**config.mk**
```make
export PLATFORM = sky130hd
export DESIGN_NAME = sr_iter
export DESIGN_NICKNAME = d
export VERILOG_FILES = /design/src/rtl/sr_iter.sv
export SDC_FILE = /design/constraint.sdc
export NUM_CORES = 1
export LEC_CHECK = 0
export BUFFER_PORTS_ARGS = -buffer_cell sky130_fd_sc_hd__clkbuf_2
export CAP_MARGIN = 20
export CORE_MARGIN = 2
export CORE_UTILIZATION = 53
export DETAILED_ROUTE_END_ITERATION = 6
export PLACE_DENSITY = 0.94
export SKIP_CTS_REPAIR_TIMING = 1
export SLEW_MARGIN = 5
export SYNTH_ARGS = -nofsm -noshare
export SYNTH_HDL_FRONTEND = slang
export SYNTH_SLANG_ARGS = --single-unit
```
**constraint.sdc**
```tcl
create_clock -name clk -period 3.5 [get_ports clk]
set_input_delay 0.35 -clock clk [delete_from_list [all_inputs] [get_ports clk]]
set_output_delay 0.35 -clock clk [all_outputs]
set_load 0.005 [all_outputs]
```
**src/rtl/sr_iter.sv**
```systemverilog
// Iterative right shifter: accepts an operand over valid/ready, shifts it right one bit per clock
// (logical or arithmetic), then holds the result on a valid/ready output until it is consumed.
module sr_iter #(
    parameter int WIDTH = 64,
    parameter int SHW   = 6
) (
    input  logic             clk,
    input  logic             rst,
    input  logic             in_valid,
    output logic             in_ready,
    input  logic [WIDTH-1:0] in_data,
    input  logic [SHW-1:0]   in_shamt,
    input  logic             in_arith,
    output logic             out_valid,
    input  logic             out_ready,
    output logic [WIDTH-1:0] out_data
);

    typedef enum logic [1:0] {
        IDLE  = 2'd0,
        SHIFT = 2'd1,
        DONE  = 2'd2
    } state_t;

    state_t           state;
    logic [WIDTH-1:0] data;
    logic [SHW-1:0]   count;
    logic             arith;
    logic             fill;

    // Arithmetic shifts replicate the current MSB, which is always the original sign bit.
    assign fill      = arith & data[WIDTH-1];

    // Handshake outputs come straight from the state register.
    assign in_ready  = (state == IDLE);
    assign out_valid = (state == DONE);
    assign out_data  = data;

    always_ff @(posedge clk) begin
        if (rst) begin
            state <= IDLE;
            data  <= '0;
            count <= '0;
            arith <= 1'b0;
        end else begin
            case (state)
                IDLE: begin
                    if (in_valid) begin
                        data  <= in_data;
                        count <= in_shamt;
                        arith <= in_arith;
                        state <= SHIFT;
                    end
                end
                SHIFT: begin
                    if (count != '0) begin
                        data  <= {fill, data[WIDTH-1:1]};
                        count <= count - SHW'(1);
                    end else begin
                        state <= DONE;
                    end
                end
                DONE: begin
                    if (out_ready) begin
                        state <= IDLE;
                    end
                end
                default: begin
                    state <= IDLE;
                end
            endcase
        end
    end

endmodule

```
==> results.md <==
* Status: finished, final reports clean
* Critical path's slowest cell: o221a_4
* Max-Cap Viols at 0
* Yosys cell types at 25
* Slew @ Worst Pin at 1.13 ns
* First-pass GRT wire length at 12800 um
* Max-Slew Margin vs Limit at 0.249
* I/O Pins at 141
* Worst path bufs/invs at 2
* Post-synthesis xor/xnor area fraction at 0
* Post-synthesis mux area share at 0.178
* Top delay family on crit path: compound AO/OA/AOI/OAI gates
* CTS Sinks at 73
* Cell Pwr Density at 663 nW/um^2
* Peak Freq at 418 MHz
* M1 WL at 3560 um
* Syn_nets at 429
* Compound-cell area share of the yosys netlist at 0.257
* Worst skew pair latency at 0.34 ns
* TritonCTS clock tree: done
* Diode count at 0
* Vias in the first global route at 2890
* Total Routed Length at 8020 um
* Total GRT Usage at 0.210
* Synthesized cell area at 3650 um^2
* Crit-path max cell delay at 0.69 ns
* Final Critical Period at 2.39 ns
* Post-synthesis adder-cell area fraction at 0.00686
* Simple-gate portion of the synthesized area at 0.102
* Clk_skew at 0.0109 ns
* Hold Crit Class: in -> reg
* Die height at 87.0 um
* Setup violators final at 0
* P&R area growth vs syn at 25.1%
* HPWL after DPL at 5750 um
* Post-DP Area at 4320 um^2
* Final Wtd Congestion at 0.804
* Top Metal Used: met4
* Fin. Hold Viols at 0
* Worst vdd ir at 331 uV
* Initial antenna violation count at 0
* Vias at 3031
* Syn Inst Count at 352
* Pins Over Slew Limit at 0
* Worst path cell trace: inv_1, ha_1, nand2_1, o221a_4, buf_4, nor2_1, a211oi_2
* Seq cells post-synth at 73
* WL met3 at 494 um
* DIE AREA at 7560 um^2
* Data arrival time of the worst path at 2.63 ns
* CTS max path bufs at 2
* Leakage power at 2.26 nW
* Drt first pass iters at 4
* Antenna Violating Nets Remaining at 0
* Met2 wire length at 3860 um
* Largest family of logic cells by synthesized area: compound AO/OA/AOI/OAI gates
* Largest net degree at the start of global routing at 74
* Clock slew at reported path FFs at 0.07 ns
* Critical path type: reg -> reg
* Total negative slack at 0 ns
* Core area at 6720 um^2
* Crit. End Element: flip-flop
* Final Instance Area at 4570 um^2
* Clock root buffer: clkbuf_8
* Seq/Total Area, Yosys at 0.401
* Fin crit share at 0.683
* Initial DRC Count at 129
* Final #Nets at 552
* Layout cell share with drive strength beyond 1 at 0.475
* Syn Area/Cell at 10.4 um^2
* Die span in x at 87.0 um
* Buffers on Ports at 140
* Avg Vias per Cell at 5.41
* Gr ovfl total at 0
* Row count at 30
* RSZ-0062 raised after global routing: false
* YS warnings at 0
* CTS buffer count at 9
* H-tree depth at 3
* Critical Path RT at 3.74 ns
* CP Max Fanout at 53
* Initial cell density of the core at 0.543
* WL/cell at 14.3 um
* Number of remaining DRC errors at 0
* CP startpoint kind: flip-flop
## synthesized netlist by cell type
master | count | area, um^2
a21oi_1 | 9 | 45.0
a211oi_1 | 3 | 22.5
nand3_1 | 1 | 5.00
nand2b_1 | 3 | 18.8
nor3_1 | 2 | 10.0
o221ai_1 | 1 | 8.76
o221a_1 | 1 | 11.3
buf_1 | 1 | 3.75
a211oi_2 | 64 | 801
o21ba_2 | 1 | 10.0
buf_6 | 8 | 90.1
clkbuf_1 | 18 | 67.6
or4_4 | 1 | 11.3
nor2_1 | 72 | 270
mux2i_1 | 65 | 651
o21ai_0 | 8 | 40.0
dfxtp_1 | 73 | 1460
nor4_1 | 2 | 12.5
and3_1 | 1 | 6.26
nor3b_1 | 1 | 7.51
nand2_1 | 3 | 11.3
buf_2 | 5 | 25.0
inv_1 | 4 | 15.0
ha_1 | 2 | 25.0
and2_1 | 3 | 18.8
## sequential cells by signal, indices dropped and copies added (netlist names)
| signal | flops |
|---|---|
| arith | 1 |
| count | 6 |
| out_data | 64 |
| state | 2 |
## power breakdown
group	internal (mW)	total, mW	switching, mW	leakage [nW]
logic	0.509	1.11	0.604	1.54
clock network	0.438	0.738	0.300	0.115
registers	1.02	1.18	0.154	0.606
total	1.97	3.03	1.06	2.26
## cells in the final DEF (no fill, tap or decap)
cell type	count
clkbuf_2	139
dfxtp_1	73
nor2_1	72
mux2i_1	65
a211oi_2	64
clkbuf_8	11
a21oi_1	9
o21ai_0	8
inv_1	4
nand2_1	3
a211oi_1	3
and2_1	3
buf_4	3
nand2b_1	2
nor4_1	2
nor3_1	2
ha_1	2
clkinv_2	2
bufinv_16	2
buf_12	2
or4_4	1
o221a_4	1
nand2b_4	1
o221ai_1	1
o21ba_2	1
nor3b_1	1
and3_1	1
nand3_1	1
clkinvlp_4	1
## final cells by class
class	instances	area, um^2
fillers	520	2150
multi-input cells	243	2000
flip-flops and latches	73	1460
repair buffers	144	758
clock buffers	11	151
well taps	80	100
clock inverters	5	77.6
inverters	4	15.0
## layer usage
| layer | vias to the layer above | track usage |
|---|---|---|
| met3 | 12 | 0.0645 |
| met5 | - | 0 |
| li1 | 1520 | - |
| met2 | 104 | 0.359 |
| met1 | 1395 | 0.251 |
| met4 | 0 | 0.0639 |
## worst register-to-register path, stage by stage, from the launching register on
cell	delay [ns]
dfxtp_1	0.39
inv_1	0.09
ha_1	0.20
nand2_1	0.11
o221a_4	0.69
buf_4	0.50
nor2_1	0.11
a211oi_2	0.23
## path summary, 6_finish.rpt
check	start	end	slack (ns)	depth (start not counted)
max	count[0]	out_data[16]	1.11	7
min	in_arith	arith	0.26	3
max reg2reg	count[0]	out_data[16]	1.11	7
min reg2reg	count[5]	count[5]	0.49	2
## metrics by stage
step	setup slack, ns	util	total power, mW	std cells	hold WS, ns
floorplan	1.75	-	2.00	352	0.454
CTS	1.10	0.677	3.05	559	0.259
finish	1.11	0.680	3.03	560	0.261
detailed placement	1.13	0.642	2.31	543	0.479
global placement	1.26	0.642	2.25	543	0.465
global route	0.910	0.680	3.22	560	0.254
## logic make-up after synthesis
logic type	count (synthesis)
AOI/OAI and AO/OA	87
buffers and inverters	36
DFF	73
and+or+nand+nor	89
adders and majority gates	2
muxes	65
No activity file was read; power rests on OpenSTA's default activity.
